==> src/rtl/poly_voice_allocator_if.sv <==
// rtl/poly_voice_allocator_if.sv - key-event handshake bundle for poly_voice_allocator
// Ports (signals):
//   ev_valid  key event present (master -> slave)
//   ev_ready  allocator can accept an event (slave -> master)
//   ev_code   PS/2 Set 2 scancode (master -> slave)
//   ev_break  1 = key release, 0 = key press (master -> slave)
interface poly_voice_allocator_if;
  logic       ev_valid;
  logic       ev_ready;
  logic [7:0] ev_code;
  logic       ev_break;

  modport master (output ev_valid, output ev_code, output ev_break, input ev_ready);
  modport slave  (input ev_valid, input ev_code, input ev_break, output ev_ready);
endinterface

==> src/rtl/poly_voice_allocator.sv <==
// rtl/poly_voice_allocator.sv - event-driven polyphonic voice allocator with stable slot ownership
// Optional feature macro: VOICE_STEAL_EN (press on a full bank steals the oldest voice).
// Ports:
//   clk          system clock
//   rst          asynchronous active-high reset
//   all_off      synchronous panic, releases every voice and aborts the in-flight event
//   ev           key-event handshake (slave side of poly_voice_allocator_if)
//   gate         per-voice note-active flags
//   ticks_flat   voice i tick period at [i*TICK_W +: TICK_W]
//   seg_flat     voice i active-low glyph (gfedcba) at [i*7 +: 7]
//   voice_count  number of gated voices
//   steal_pulse  one-cycle strobe when a voice is stolen
module poly_voice_allocator #(
  parameter int NUM_VOICES = 4,
  parameter int TICK_W     = 24,
  parameter int AGE_W      = 8
) (
  input  logic                         clk,
  input  logic                         rst,
  input  logic                         all_off,
  poly_voice_allocator_if.slave        ev,
  output logic [NUM_VOICES-1:0]        gate,
  output logic [NUM_VOICES*TICK_W-1:0] ticks_flat,
  output logic [NUM_VOICES*7-1:0]      seg_flat,
  output logic [4:0]                   voice_count,
  output logic                         steal_pulse
);

`ifdef VOICE_STEAL_EN
  localparam bit STEAL_EN = 1'b1;
`else
  localparam bit STEAL_EN = 1'b0;
`endif

  localparam int SW = (NUM_VOICES > 1) ? $clog2(NUM_VOICES) : 1;
  localparam logic [SW-1:0]    LAST    = SW'(NUM_VOICES - 1);
  localparam logic [AGE_W-1:0] AGE_MAX = {AGE_W{1'b1}};

  localparam logic [6:0] SEG_BLANK = 7'b1111111;
  localparam logic [6:0] SEG_C     = 7'b1000110;
  localparam logic [6:0] SEG_D     = 7'b0100001;
  localparam logic [6:0] SEG_E     = 7'b0000110;
  localparam logic [6:0] SEG_F     = 7'b0001110;
  localparam logic [6:0] SEG_G     = 7'b1000010;
  localparam logic [6:0] SEG_A     = 7'b0001000;
  localparam logic [6:0] SEG_B     = 7'b0000011;

  typedef enum logic [1:0] {IDLE, LOOKUP, SCAN, COMMIT} state_t;
  state_t state;

  logic [7:0]       code_q;
  logic             brk_q;
  logic [4:0]       cur_note;
  logic [10:0]      cur_tick;
  logic [6:0]       cur_seg;
  logic [SW-1:0]    scan_idx, match_idx, free_idx, old_idx;
  logic             found_match, found_free, found_old;
  logic [AGE_W-1:0] old_age;
  logic [4:0]       note_q [NUM_VOICES];
  logic [AGE_W-1:0] age_q  [NUM_VOICES];

  logic             lk_valid;
  logic [4:0]       lk_note;
  logic [10:0]      lk_tick;
  logic [6:0]       lk_seg;
  logic             do_press, do_steal, do_release;
  logic [SW-1:0]    sel_idx;
  logic [NUM_VOICES-1:0] gate_nxt;

  assign ev.ev_ready = (state == IDLE);

  function automatic logic [4:0] popcount(input logic [NUM_VOICES-1:0] v);
    logic [4:0] c;
    c = 5'd0;
    for (int i = 0; i < NUM_VOICES; i++) c = c + {4'd0, v[i]};
    return c;
  endfunction

  always_comb begin
    lk_valid = 1'b1;
    lk_note  = 5'd0;
    lk_tick  = 11'd0;
    lk_seg   = SEG_BLANK;
    case (code_q)
      8'h1C: begin lk_note = 5'd0;  lk_tick = 11'd1493; lk_seg = SEG_C; end
      8'h1D: begin lk_note = 5'd1;  lk_tick = 11'd1409; lk_seg = SEG_C; end
      8'h1B: begin lk_note = 5'd2;  lk_tick = 11'd1330; lk_seg = SEG_D; end
      8'h24: begin lk_note = 5'd3;  lk_tick = 11'd1256; lk_seg = SEG_D; end
      8'h23: begin lk_note = 5'd4;  lk_tick = 11'd1185; lk_seg = SEG_E; end
      8'h2B: begin lk_note = 5'd5;  lk_tick = 11'd1119; lk_seg = SEG_F; end
      8'h2C: begin lk_note = 5'd6;  lk_tick = 11'd1056; lk_seg = SEG_F; end
      8'h34: begin lk_note = 5'd7;  lk_tick = 11'd996;  lk_seg = SEG_G; end
      8'h35: begin lk_note = 5'd8;  lk_tick = 11'd941;  lk_seg = SEG_G; end
      8'h33: begin lk_note = 5'd9;  lk_tick = 11'd888;  lk_seg = SEG_A; end
      8'h3C: begin lk_note = 5'd10; lk_tick = 11'd838;  lk_seg = SEG_A; end
      8'h3B: begin lk_note = 5'd11; lk_tick = 11'd791;  lk_seg = SEG_B; end
      8'h42: begin lk_note = 5'd12; lk_tick = 11'd747;  lk_seg = SEG_C; end
      8'h44: begin lk_note = 5'd13; lk_tick = 11'd705;  lk_seg = SEG_C; end
      8'h4B: begin lk_note = 5'd14; lk_tick = 11'd665;  lk_seg = SEG_D; end
      8'h4D: begin lk_note = 5'd15; lk_tick = 11'd628;  lk_seg = SEG_D; end
      8'h4C: begin lk_note = 5'd16; lk_tick = 11'd593;  lk_seg = SEG_E; end
      default: lk_valid = 1'b0;
    endcase
  end

  // Commit decision: a held note only refreshes its age; otherwise take the
  // lowest free slot, and only when none is free fall back to stealing.
  always_comb begin
    do_steal   = (state == COMMIT) && !brk_q && !found_match && !found_free && STEAL_EN;
    do_press   = (state == COMMIT) && !brk_q && (found_match || found_free || do_steal);
    do_release = (state == COMMIT) && brk_q && found_match;
    sel_idx    = found_match ? match_idx : (found_free ? free_idx : old_idx);
    gate_nxt   = gate;
    if (do_press)   gate_nxt[sel_idx]   = 1'b1;
    if (do_release) gate_nxt[match_idx] = 1'b0;
  end

  always_ff @(posedge clk or posedge rst) begin
    if (rst) begin
      state       <= IDLE;
      code_q      <= 8'd0;
      brk_q       <= 1'b0;
      cur_note    <= 5'd0;
      cur_tick    <= 11'd0;
      cur_seg     <= SEG_BLANK;
      scan_idx    <= '0;
      match_idx   <= '0;
      free_idx    <= '0;
      old_idx     <= '0;
      found_match <= 1'b0;
      found_free  <= 1'b0;
      found_old   <= 1'b0;
      old_age     <= '0;
      gate        <= '0;
      ticks_flat  <= '0;
      seg_flat    <= {NUM_VOICES{SEG_BLANK}};
      voice_count <= 5'd0;
      steal_pulse <= 1'b0;
      for (int i = 0; i < NUM_VOICES; i++) begin
        note_q[i] <= 5'd0;
        age_q[i]  <= '0;
      end
    end else if (all_off) begin
      // Panic wins over everything, including an event presented this cycle.
      state       <= IDLE;
      gate        <= '0;
      ticks_flat  <= '0;
      seg_flat    <= {NUM_VOICES{SEG_BLANK}};
      voice_count <= 5'd0;
      steal_pulse <= 1'b0;
      for (int i = 0; i < NUM_VOICES; i++) begin
        note_q[i] <= 5'd0;
        age_q[i]  <= '0;
      end
    end else begin
      steal_pulse <= 1'b0;
      case (state)
        IDLE: begin
          if (ev.ev_valid) begin
            code_q <= ev.ev_code;
            brk_q  <= ev.ev_break;
            state  <= LOOKUP;
          end
        end
        LOOKUP: begin
          if (lk_valid) begin
            cur_note    <= lk_note;
            cur_tick    <= lk_tick;
            cur_seg     <= lk_seg;
            scan_idx    <= '0;
            found_match <= 1'b0;
            found_free  <= 1'b0;
            found_old   <= 1'b0;
            state       <= SCAN;
          end else begin
            state <= IDLE;
          end
        end
        SCAN: begin
          // Ascending scan with first-hit/strictly-greater updates keeps the
          // lowest index on ties.
          if (gate[scan_idx] && note_q[scan_idx] == cur_note && !found_match) begin
            found_match <= 1'b1;
            match_idx   <= scan_idx;
          end
          if (!gate[scan_idx] && !found_free) begin
            found_free <= 1'b1;
            free_idx   <= scan_idx;
          end
          if (gate[scan_idx] && (!found_old || age_q[scan_idx] > old_age)) begin
            found_old <= 1'b1;
            old_idx   <= scan_idx;
            old_age   <= age_q[scan_idx];
          end
          if (scan_idx == LAST) state <= COMMIT;
          else scan_idx <= scan_idx + 1'b1;
        end
        COMMIT: begin
          for (int i = 0; i < NUM_VOICES; i++) begin
            if (do_press) begin
              if (sel_idx == SW'(i)) begin
                age_q[i] <= '0;
                if (!found_match) begin
                  note_q[i]                      <= cur_note;
                  ticks_flat[i*TICK_W +: TICK_W] <= TICK_W'(cur_tick);
                  seg_flat[i*7 +: 7]             <= cur_seg;
                end
              end else if (gate[i] && age_q[i] != AGE_MAX) begin
                age_q[i] <= age_q[i] + AGE_W'(1);
              end
            end
            if (do_release && match_idx == SW'(i)) begin
              age_q[i]                       <= '0;
              ticks_flat[i*TICK_W +: TICK_W] <= '0;
              seg_flat[i*7 +: 7]             <= SEG_BLANK;
            end
          end
          gate        <= gate_nxt;
          voice_count <= popcount(gate_nxt);
          steal_pulse <= do_steal;
          state       <= IDLE;
        end
        default: state <= IDLE;
      endcase
    end
  end

endmodule

==> src/flat_wrapper.sv <==
// flat-port wrapper written by rule: the top's interface ports become plain ports
module poly_voice_allocator_flat 
#(
  parameter int NUM_VOICES = 4,
  parameter int TICK_W     = 24,
  parameter int AGE_W      = 8
)
  (clk, rst, all_off, gate, ticks_flat, seg_flat, voice_count, steal_pulse, ev_ev_valid, ev_ev_code, ev_ev_break, ev_ev_ready);
  poly_voice_allocator_if ev_i ();
  input  logic clk;
  input  logic rst;
  input  logic all_off;
  output logic [NUM_VOICES-1:0] gate;
  output logic [NUM_VOICES*TICK_W-1:0] ticks_flat;
  output logic [NUM_VOICES*7-1:0] seg_flat;
  output logic [4:0] voice_count;
  output logic steal_pulse;
  input wire logic [$bits(ev_i.ev_valid)-1:0] ev_ev_valid;
  input wire logic [$bits(ev_i.ev_code)-1:0] ev_ev_code;
  input wire logic [$bits(ev_i.ev_break)-1:0] ev_ev_break;
  output wire logic [$bits(ev_i.ev_ready)-1:0] ev_ev_ready;
  assign ev_i.ev_valid = ev_ev_valid;
  assign ev_i.ev_code = ev_ev_code;
  assign ev_i.ev_break = ev_ev_break;
  assign ev_ev_ready = ev_i.ev_ready;
  poly_voice_allocator #(.NUM_VOICES(NUM_VOICES), .TICK_W(TICK_W), .AGE_W(AGE_W)) u_core (.clk(clk), .rst(rst), .all_off(all_off), .ev(ev_i), .gate(gate), .ticks_flat(ticks_flat), .seg_flat(seg_flat), .voice_count(voice_count), .steal_pulse(steal_pulse));
endmodule
==> config.mk <==
export PLATFORM = sky130hd
export DESIGN_NAME = poly_voice_allocator_flat
export DESIGN_NICKNAME = d
export VERILOG_FILES = /design/src/rtl/poly_voice_allocator_if.sv /design/src/rtl/poly_voice_allocator.sv /design/src/flat_wrapper.sv
export SDC_FILE = /design/constraint.sdc
export NUM_CORES = 1
export LEC_CHECK = 0
export CELL_PAD_IN_SITES_DETAIL_PLACEMENT = 1
export CELL_PAD_IN_SITES_GLOBAL_PLACEMENT = 1
export CORE_MARGIN = 5
export CORE_UTILIZATION = 45
export DETAILED_ROUTE_END_ITERATION = 8
export PLACE_DENSITY_LB_ADDON = 0.1
export SYNTH_ARGS = -nofsm -noshare
export SYNTH_HDL_FRONTEND = slang
export SYNTH_SLANG_ARGS = --single-unit
export TNS_END_PERCENT = 50
==> constraint.sdc <==
create_clock -name clk -period 12.9 [get_ports clk]
set_input_delay 3.225 -clock clk [delete_from_list [all_inputs] [get_ports clk]]
set_output_delay 3.225 -clock clk [all_outputs]
set_load 0.05 [all_outputs]
==> Yosys cells after proc, flatten, opt, wreduce, memory -nomap -nowiden <==
Index checks and enable logic that the tools add are counted.
{ "word_totals": {"input_bits": 13, "wordCells": 270, "ff_bits": 238, "out_inout_bits": 135} }
{ "classes": {"add_sub_neg": 8, "muxes": 98, "n_reduce_logical": 76, "bitwise": 5, "eq_ne": 44, "n_lt_le_gt_ge": 7} }
{ "ops": {"columns": ["cell", "count"], "rows": [
  ["24-bit two-way mux", 13],
  ["96-bit two-way mux", 2],
  ["11-bit one-hot mux with 17 select lines", 1],
  ["8-bit two-way mux", 18],
  ["7-bit two-way mux", 13],
  ["5-bit one-hot mux with 16 select lines", 1],
  ["8-bit by 6-bit equality test with 1-bit output, second input constant", 9],
  ["5-bit two-way mux", 13],
  ["32-bit two-way mux", 2],
  ["28-bit two-way mux", 2],
  ["7-bit one-hot mux with 7 select lines", 1],
  ["4-bit AND reduction", 12],
  ["8-bit by 7-bit equality test with 1-bit output, second input constant", 5],
  ["20-bit two-way mux", 2],
  ["8-bit by 1-bit adder with 8-bit output, second input constant", 4],
  ["8-bit != test, second input constant", 4],
  ["3-bit AND reduction", 9],
  ["8-bit by 5-bit equality test with 1-bit output, second input constant", 3],
  ["3-bit nonzero test", 8],
  ["1-bit logical AND", 18],
  ["17-bit OR reduction", 1],
  ["8-bit binary-select mux with 2-bit select", 1],
  ["2-bit two-way mux", 8],
  ["4-bit two-way mux", 4],
  ["34 further kinds", 84]
]} }

==> Longest topological paths before layout <==
Gate-level depths: netlist of run 1.
{ "logic_depth": {"depth_word": 15, "depth_mapped": 14, "ltp_nobuf": 12} }

==> Worst setup path after synthesis of run 1 <==
No wires, ideal clock.
{ "synth_path": {"path_kind": "input port to flip-flop", "start": "input all_off", "end": "register u_core.age_q[8] (netlist bit)", "required_ns": 12.834, "arrival_time_ns": 4.551, "setup_ns": 0.066, "path_slack_ns": 8.283, "path_stages": 6, "n_path_buf": 2, "path_cell_list": "clkbuf_1 > a21o_1 > nor2_1 > clkbuf_1 > or4b_2 > nand2_1"} }
{ "synth_between": {"elab_chain_len": 2, "elab_cells_between_ends": 5, "classes_between": "mux: 1; reduce/logical: 4"} }
{ "synth_lines": {"columns": ["item", "line", "source"], "rows": [
  ["start: declaration", "flat_wrapper.sv:12", "input logic all_off;"],
  ["4-bit nonzero test (no source line), or another cell as far along", null, null],
  ["3-bit AND reduction (no source line)", null, null],
  ["end signal: indexed assignment", "poly_voice_allocator.sv:209", "age_q[i] <= age_q[i] + AGE_W'(1);"],
  ["end: declaration", "poly_voice_allocator.sv:60", "logic [AGE_W-1:0] age_q [NUM_VOICES];"]
]} }
Parallel ways exist; a longest one is shown, timed or not.
A chain may end at the register's enable or synchronous reset.

==> Worst setup path in the final report of run 1 <==
{ "layout_path": {"start": "input all_off", "end": "register u_core.ticks_flat[81]"} }
{ "layout_between": {"elab_chain_len": 2, "elab_cells_between_ends": 6, "classes_between": "eq/ne: 1; mux: 1; reduce/logical: 4"} }
{ "layout_lines": {"columns": ["item", "line", "source"], "rows": [
  ["3-bit != test (no source line), or another cell as far along", null, null],
  ["4-bit AND reduction (no source line)", null, null],
  ["end signal: indexed assignment", "poly_voice_allocator.sv:205", "ticks_flat[i*TICK_W +: TICK_W] <= TICK_W'(cur_tick);"],
  ["end: declaration", "poly_voice_allocator.sv:23", "output logic [NUM_VOICES*TICK_W-1:0] ticks_flat,"]
]} }
Parallel ways exist; a longest one is shown, timed or not.

==> out/results.txt, run 1 <==
Share of cells above drive strength 1: 0.119
CP peak stage delay: 0.65 ns
Crit path time final: 5.28 ns
Pin count of the biggest net entering global routing: 75
PortBufs: 92
Critical Path RT: 13.24 ns
YS warnings: 0
Delay-heaviest family, CP: buffers and inverters
# DRC: 0
Max capacitance violation total: 0
Number of antenna diodes: 0
Syn Inst Count: 1082
Core region area: 22000 um2
Worst relative slew slack: 0.261
Internal power: 935 uW
Power per cell area: 121 nW/um2
H-tree Lvls: 4
Dominant synthesized flop cell: dfrtp_1
Slew Viols, Final: 0
DP HPWL: 21800 um
Worst R2R Path Depth: 7
Register area share after synthesis: 0.461
Area added between synthesis and finish: 15.0%
Setup violations, final: 0
Clock root cell: clkbuf_16
Sw Share: 0.336
Placed Cells: 1403
IO Count: 148
Worst-path clk slew: 0.08 ns
Die Span Y: 160 um
Starting DRT DRC Count: 541
EDFF count, synth: 0
Setup TNS: 0 ns
CP Class: primary input to flop
Total routed wirelength: 30200 um
Hold wc startpoint: u_core.ticks_flat[72]$_DFFE_PP0P_
CP max stage cell: and2_0
P_sw: 473 uW
Peak supply drop: 0.0876 mV
Die X: 160 um
Period utilization: 0.410
Final core utilization: 0.528
Post-CTS Setup Inserts: 0
Syn avg cell area: 9.32 um2
Synth area leaders: dfrtp_1 (37%), dfstp_2 (9.1%), nand2_1 (8.0%)
Post-synth top area cell: dfrtp_1
Top fanout value on the critical path: 36
Register-to-register path setup slack: 9.34 ns
Status: complete, no violations
Ys async rst share: 1.00
WL per Instance: 21.1 um
Clock latency on the worst-skew pair: 0.44 ns
Via density: 5.76
RSZ-0062 raised after global routing: false
Initial core utilization: 0.459
Post-Syn Area: 10100 um2
Post-CTS Hold Fix Bufs: 0
PostCTS Resize Cnt: 0
Top cells by count, synth: nand2_1 (214), dfrtp_1 (149), a21oi_1 (88)
Clk network pwr share: 0.372
Layout Cells excl Fill: 1435
Area fraction of the dominant cell type after synthesis: 0.370
Num CTS Buffers: 17
Die area: 25500 um2
Clock Tree Buf Depth: 2
GRT Residual Overflow: 0
Hold EP: u_core.ticks_flat[72]$_DFFE_PP0P_
Yosys reg bits: 184
Drt first pass iters: 4
Clock sink count: 184
Worst Path Buf+Inv: 3
Hold WS: 0.476 ns
Max Freq: 189 MHz
Initial antenna violation count: 0
Type of origin of the critical path: primary input
Distinct cells, synth: 76
Combinational power share: 0.159
Top-count cell post-synth: nand2_1
Worst Setup End Kind: flop
Capturing point of the worst reg2reg path: u_core.old_age[0]$_DFFE_PP0P_
Final ANT Viol Nets: 0
Most Frequent Cell on Critical Path: buf_4
Critical path arrival: 5.62 ns
Tot GR Track Use: 0.234
Routed vias: 8271
Hold path depth: 2
Slew of the pin with the lowest slew margin: 1.10 ns
First-pass GRT wire length: 48300 um
Fill cells: 2518
Hold Fails Final Rpt: 0
Vias in the first global route: 8449
LEAKAGE: 4.90 nW
Worst flop-to-flop path startpoint: u_core.scan_idx[0]$_DFFE_PP0P_
CP Cell Sequence: clkdlybuf4s50_1, buf_4, a31oi_1, buf_4, and2_0, nand2_1, o31ai_1
Hold WC Path Type: flop to flop
Seq pwr share: 0.470
Clk_skew: 0.0116 ns
Gp weighted congestion: 0.885
Count of standard-cell rows: 54
CTS tree: yes
Layout Nets: 1176
## how the worst max path moves through the flow
stage	startpoint	end	slack, ns	cells past startpoint
5_1_grt	rst	u_core.ticks_flat[7]$_DFFE_PP0P_	7.26	4
2_1_floorplan	rst	u_core.age_q[0]$_DFFE_PP0P_	4.73	1
3_3_place_gp	rst	u_core.ticks_flat[32]$_DFFE_PP0P_	7.07	4
6_report	all_off	u_core.ticks_flat[81]$_DFFE_PP0P_	7.62	7
4_1_cts	rst	u_core.ticks_flat[24]$_DFFE_PP0P_	7.53	4
3_5_place_dp	rst	u_core.ticks_flat[9]$_DFFE_PP0P_	7.06	4
## layer usage
layer / share of wire / vias to the layer above / GRT usage
met2: 0.46 / 208 / 0.366
met5: 0 / - / 0
met3: 0.045 / 20 / 0.0387
li1: - / 3814 / -
met1: 0.49 / 4229 / 0.349
met4: 0.0071 / 0 / 0.0402
## cells in the final DEF (no fill, tap or decap), types with 9 or more instances in the layout
master	n
nand2_1	214
dfrtp_1	149
clkdlybuf4s50_1	92
a21oi_1	88
conb_1	55
nor2_1	49
o21ai_0	45
nand3_1	43
inv_1	35
dfstp_2	35
mux2_2	26
ha_1	20
clkbuf_16	17
mux2i_1	16
o211ai_1	16
buf_4	15
mux2_1	14
o31ai_1	13
a31oi_1	12
nor3_1	12
mux4_2	12
nor2b_1	11
nand2b_1	10
a211oi_1	9
## flip-flops by register name (all words and copies together), names as in the netlist
register            count
u_core.code_q           8
u_core.free_idx         2
u_core.note_q          20
u_core.ticks_flat      44
u_core.found_free       1
u_core.found_match      1
u_core.old_age          8
u_core.gate             4
u_core.voice_count      3
u_core.old_idx          2
u_core.cur_note         5
u_core.cur_tick        11
u_core.match_idx        2
u_core.scan_idx         2
u_core.cur_seg          7
u_core.brk_q            1
u_core.found_old        1
u_core.state            2
u_core.seg_flat        28
u_core.age_q           32
## kinds of logic (layout without fill, tap and decap cells)
family	after synthesis	after routing	synth area share
AOI/OAI and AO/OA	247	247	0.157
xor gates and xnor gates	12	12	0.0104
adders and majority gates	21	21	0.0268
buffers and inverters	156	175	0.0808
DFF	184	184	0.461
muxes	68	68	0.0873
other	1	55	0.000372
and+or+nand+nor	393	393	0.176
## layout make-up
cell class,count,area [um2],share of cell area
Tap cell,280,350,0.0302
Inverter,36,140,0.0121
Timing Repair Buffer,107,1030,0.0891
Multi-Input combinational cell,796,4840,0.417
Clock inverter,15,164,0.0141
Clock buffer,17,425,0.0367
Sequential cell,184,4650,0.401
## power by group through the flow
stage          Sequential [mW]  Clock [mW]  Combinational, mW
3_3_place_gp             0.670           0              0.221
5_1_grt                  0.666       0.559              0.241
6_report                 0.661       0.523              0.224
2_1_floorplan            0.660           0              0.177
4_1_cts                  0.660       0.532              0.224
3_5_place_dp             0.671           0              0.224
## stage by stage
step | instance area, um2 | power (mW) | setup slack, ns
global route | 11600 | 1.47 | 7.26
floorplan | 10300 | 0.838 | 4.73
finish | 11600 | 1.41 | 7.62
global placement | 11000 | 0.891 | 7.07
detailed placement | 11000 | 0.894 | 7.06
CTS | 11600 | 1.42 | 7.53
## worst reg2reg max path: cells and delay by family, from the launching register on
kind,cells,cell delay [ns]
AO/OA/AOI/OAI,3,1.19
multiplexers,2,1.06
flip-flops,1,0.73
adder cells (fa/ha/maj),1,0.31
AND/OR/NAND/NOR,1,0.14
(Power assumes the default switching activity.)
==> run 2: changes to the inputs <==
--- a/config.mk
+++ b/config.mk
@@ -8,7 +8,7 @@
 export CELL_PAD_IN_SITES_DETAIL_PLACEMENT = 1
 export CELL_PAD_IN_SITES_GLOBAL_PLACEMENT = 1
 export CORE_MARGIN = 5
-export CORE_UTILIZATION = 45
+export CORE_UTILIZATION = 42
 export DETAILED_ROUTE_END_ITERATION = 8
 export PLACE_DENSITY_LB_ADDON = 0.1
 export SYNTH_ARGS = -nofsm -noshare
==> constraint.sdc (replaced) <==
create_clock -name clk -period 5.3 [get_ports clk]
set_input_delay 1.325 -clock clk [delete_from_list [all_inputs] [get_ports clk]]
set_output_delay 1.325 -clock clk [all_outputs]
set_load 0.05 [all_outputs]
==> out/results.txt, run 2 (synthesis gave the netlist of run 1 again) <==
Layout Cells excl Fill: 1473
Largest regs: u_core.ticks_flat: 44 flops, u_core.age_q: 32 flops, u_core.seg_flat: 28 flops
Area added between synthesis and finish: 16.0%
Delay-heaviest family, CP: compound AO/OA/AOI/OAI gates
Hold Fails Final Rpt: 0
CP max stage cell: clkdlybuf4s50_1
Layout Nets: 1175
Clock sink count: 184
Max Freq: 272 MHz
CTS tree: yes
Commonest non-fill, non-tap cell in the layout: nand2_1
First-pass GRT wire length: 48100 um
Post-CTS Setup Inserts: 0
CP Cell Sequence: clkdlybuf4s50_1, buf_4, a21o_1, a2111oi_2, nand2_1, o21ai_0
Max capacitance violation total: 0
Post-route cell area: 11700 um2
Vias in the first global route: 8419
# DRC: 0
WL per Instance: 20.7 um
Tot GR Track Use: 0.227
Num CTS Buffers: 17
Hold WS: 0.479 ns
PostCTS Resize Cnt: 0
Worst Path Buf+Inv: 2
DP HPWL: 22400 um
Worst-path clk slew: 0.08 ns
Routed vias: 8230
Core region area: 23500 um2
Met2 Routed Length: 14700 um
Starting DRT DRC Count: 454
H-tree Lvls: 4
Clk_skew: 0.0146 ns
Clock root cell: clkbuf_16
Status: complete, no violations
Top reg by flops: u_core.ticks_flat
Most frequent cells in the layout: nand2_1 (214), dfrtp_1 (149), clkdlybuf4s50_1 (92)
Placed Cells: 1441
Setup violations, final: 0
Top layer in use: met4
Critical path arrival: 4.02 ns
Instance area at placement: 11100 um2
RSZ-0062 raised after global routing: false
Clock Tree Buf Depth: 2
Post-CTS Hold Fix Bufs: 0
Drt first pass iters: 4
Number of antenna diodes: 0
CP Class: primary input to flop
Gp weighted congestion: 0.846
Count of standard-cell rows: 56
Die area: 27200 um2
GRT Residual Overflow: 0
Final ANT Viol Nets: 0
Crit path time final: 3.67 ns
Setup TNS: 0 ns
Worst Setup End Kind: flop
Power per cell area: 296 nW/um2
Initial antenna violation count: 0
Type of origin of the critical path: primary input
CP peak stage delay: 0.80 ns
IO Count: 148
Die Span Y: 165 um
Period utilization: 0.693
Initial core utilization: 0.428
Pin count of the biggest net entering global routing: 92
Total routed wirelength: 30500 um
Peak supply drop: 0.233 mV
LEAKAGE: 4.90 nW
Die X: 165 um
Hold WC Path Type: flop to flop
Share of cells above drive strength 1: 0.119
Total power: 3.47 mW
WL met1: 14200 um
Clock latency on the worst-skew pair: 0.44 ns
Via density: 5.59
Worst relative slew slack: 0.196
Top fanout value on the critical path: 19
Met3 WL: 1080 um
PortBufs: 92
Slew Viols, Final: 0
Slew of the pin with the lowest slew margin: 1.19 ns
Max FFs per register: 44
Critical Path RT: 5.65 ns
-- run 2: cell types whose count changed in the layout (fill, tap and decap cells not counted), moves of 2 or more --
cell,previous run,this run
clkinv_2,2,0
nor3_2,3,0
buf_4,15,13
clkinvlp_4,0,3
nor3_4,0,3
-- run 2: layer usage --
layer	vias up	global-route usage
met5	-	0
met4	0	0.0601
met3	30	0.0235
met2	183	0.373
met1	4200	0.323
li1	3817	-
-- run 2: layout make-up --
class	instances	area (um2)
inverter	36	139
sequential	184	4650
tap	319	399
timing repair buffer	106	1040
multi-input combinational	796	4860
clock buffer	17	425
clock inverter	15	183
fill	2747	11800
-- run 2: power breakdown --
| group | leakage, nW | total, mW | switching, mW | internal (mW) |
|---|---|---|---|---|
| clock | 0.290 | 1.30 | 0.624 | 0.678 |
| sequential | 2.41 | 1.61 | 0.119 | 1.49 |
| combinational | 2.20 | 0.557 | 0.401 | 0.156 |
| total | 4.90 | 3.47 | 1.14 | 2.32 |
-- run 2: final timing paths --
check / from / to / slack [ns] / cells past startpoint
worst max-delay path: all_off / u_core.age_q[30]$_DFFE_PP0P_ / 1.63 / 6
worst min-delay path: u_core.ticks_flat[78]$_DFFE_PP0P_ / u_core.ticks_flat[78]$_DFFE_PP0P_ / 0.48 / 2
worst min register to register: u_core.ticks_flat[78]$_DFFE_PP0P_ / u_core.ticks_flat[78]$_DFFE_PP0P_ / 0.48 / 2
max in group asynchronous: rst / u_core.cur_seg[6]$_DFFE_PP1P_ / 2.92 / 3
min in group asynchronous: rst / u_core.state[1]$_DFFE_PP0P_ / 1.38 / 2
worst max register to register: u_core.scan_idx[0]$_DFFE_PP0P_ / u_core.old_age[5]$_DFFE_PP0P_ / 1.69 / 7
-- run 2: worst reg2reg max path: stages, from the launching register on --
cell and delay, ns:
dfrtp_1 0.72, mux4_2 0.60, ha_1 0.31, nor2b_1 0.14, o211ai_1 0.16, a21oi_1 0.11, o41ai_2 1.02, mux2_2 0.44
-- run 2: metrics by stage --
| step | setup WS (ns) | utilization |
|---|---|---|
| after detailed placement | 1.21 | 0.471 |
| after global routing | 1.42 | 0.497 |
| final | 1.63 | 0.497 |
| after CTS | 1.63 | 0.497 |
| after floorplan | 1.54 | - |
| after global placement | 1.26 | 0.471 |
==> run 3: changes to the inputs <==
==> constraint.sdc (replaced) <==
create_clock -name clk -period 3.6 [get_ports clk]
set_input_delay 0.9 -clock clk [delete_from_list [all_inputs] [get_ports clk]]
set_output_delay 0.9 -clock clk [all_outputs]
set_load 0.05 [all_outputs]
==> out/results.txt, run 3 (synthesis gave the netlist of run 1 again) <==
Core region area: 23500 um2
Final core utilization: 0.504
Type of origin of the critical path: flop
Hold WC Path Type: flop to flop
Slew of the pin with the lowest slew margin: 1.01 ns
Worst R2R Path Depth: 12
Post-CTS Hold Fix Bufs: 0
CP Class: flop to flop
Via density: 5.55
Top fanout value on the critical path: 7
Share of cells above drive strength 1: 0.137
Pin count of the biggest net entering global routing: 73
Max FFs per register: 44
Worst Path Buf+Inv: 2
H-tree Lvls: 4
Status: complete, no violations
Number of antenna diodes: 0
Initial core utilization: 0.428
PostCTS Resize Cnt: 0
Sequential cell area: 4650 um2
# DRC: 0
Count of standard-cell rows: 56
Initial antenna violation count: 0
Multi-input combinational cell area: 4860 um2
RSZ-0062 raised after global routing: false
Max capacitance violation total: 0
Clock latency on the worst-skew pair: 0.44 ns
Critical path arrival: 3.31 ns
Commonest non-fill, non-tap cell in the layout: nand2_1
GRT Residual Overflow: 0
Power per cell area: 423 nW/um2
Fill cells: 2704
Most frequent cells in the layout: nand2_1 (214), dfrtp_1 (149), clkdlybuf4s50_1 (92)
CP peak stage delay: 0.42 ns
Num CTS Buffers: 17
CP Cell Sequence: ha_1, nor2b_1, and2_1, a31oi_1, a21oi_1, ha_1, inv_1, fa_1, inv_1, ha_1, mux2i_1, nor2_1
Worst relative slew slack: 0.325
Tot GR Track Use: 0.226
PortBufs: 92
Total power: 5.02 mW
Met3 WL: 1130 um
Most Frequent Cell on Critical Path: ha_1
Die Span Y: 165 um
Hold path depth: 2
LEAKAGE: 5.02 nW
Vias in the first global route: 8438
Worst Setup End Kind: flop
Top reg by flops: u_core.ticks_flat
Slew Viols, Final: 0
Clock root cell: clkbuf_16
CP max stage cell: dfrtp_1
Top layer in use: met4
Routed vias: 8308
Critical Path RT: 3.91 ns
First-pass GRT wire length: 48100 um
Die area: 27200 um2
Largest regs: u_core.ticks_flat: 44 flops, u_core.age_q: 32 flops, u_core.seg_flat: 28 flops
Clk_skew: 0.0155 ns
Post-CTS Setup Inserts: 0
Period utilization: 0.832
Met2 Routed Length: 14200 um
Critical path depth: 12
DP HPWL: 22400 um
Starting DRT DRC Count: 501
Crit path time final: 3.00 ns
Worst-path clk slew: 0.07 ns
Clock sink count: 184
IO Count: 148
Die X: 165 um
WL met1: 14700 um
WL per Instance: 20.3 um
Clock Tree Buf Depth: 2
Layout Nets: 1200
CTS tree: yes
Hold Fails Final Rpt: 0
Setup violations, final: 0
Total routed wirelength: 30400 um
Delay-heaviest family, CP: adder cells
Max Freq: 334 MHz
Final ANT Viol Nets: 0
Gp weighted congestion: 0.843
Area added between synthesis and finish: 17.6%
Drt first pass iters: 4
Peak supply drop: 0.248 mV
[run 3: worst register-to-register path, cell delays in order, from the launching register on]
cell and delay (ns):
dfrtp_1 0.42, ha_1 0.38, nor2b_1 0.26, and2_1 0.38, a31oi_1 0.13, a21oi_1 0.23, ha_1 0.17, inv_1 0.05
fa_1 0.37, inv_1 0.06, ha_1 0.21, mux2i_1 0.14, nor2_1 0.05
[run 3: layout make-up]
cell class,count,share of cell area
clock inverter,13,0.00929
clock buffer,19,0.0391
multi-input combinational,796,0.410
tap,319,0.0337
timing repair buffer,131,0.104
inverter,36,0.0117
sequential,184,0.392
[run 3: report_power, final]
group          internal (mW)  switching [mW]
Combinational          0.243           0.592
Sequential              2.19           0.157
Clock                  0.963           0.867
[run 3: layer usage]
metal / vias up / GRT usage
met1: 4253 / 0.334
met2: 186 / 0.356
met4: 0 / 0.0484
met3: 21 / 0.0294
met5: - / 0
li1: 3848 / -
[run 3: path summary, 6_finish.rpt]
check,start,to,slack (ns)
min in group asynchronous,rst,u_core.age_q[12]$_DFFE_PP0P_,0.77
worst min register to register,u_core.ticks_flat[75]$_DFFE_PP0P_,u_core.ticks_flat[75]$_DFFE_PP0P_,0.48
worst max register to register,u_core.state[0]$_DFFE_PP0P_,u_core.voice_count[1]$_DFFE_PP0N_,0.60
worst max-delay path,u_core.state[0]$_DFFE_PP0P_,u_core.voice_count[1]$_DFFE_PP0N_,0.60
max in group asynchronous,rst,u_core.seg_flat[27]$_DFFE_PP1P_,2.12
worst min-delay path,u_core.ticks_flat[75]$_DFFE_PP0P_,u_core.ticks_flat[75]$_DFFE_PP0P_,0.48
[run 3: metrics by stage]
step	setup WS (ns)	instances	area [um2]	setup TNS, ns	hold WS, ns
after floorplan	-0.161	1136	10300	-1.61	0.443
after global placement	0.588	1466	11300	0	0.460
after detailed placement	0.524	1466	11300	0	0.467
after CTS	0.584	1498	11900	0	0.483
after global routing	0.345	1498	11900	0	0.506
final	0.605	1498	11900	0	0.478
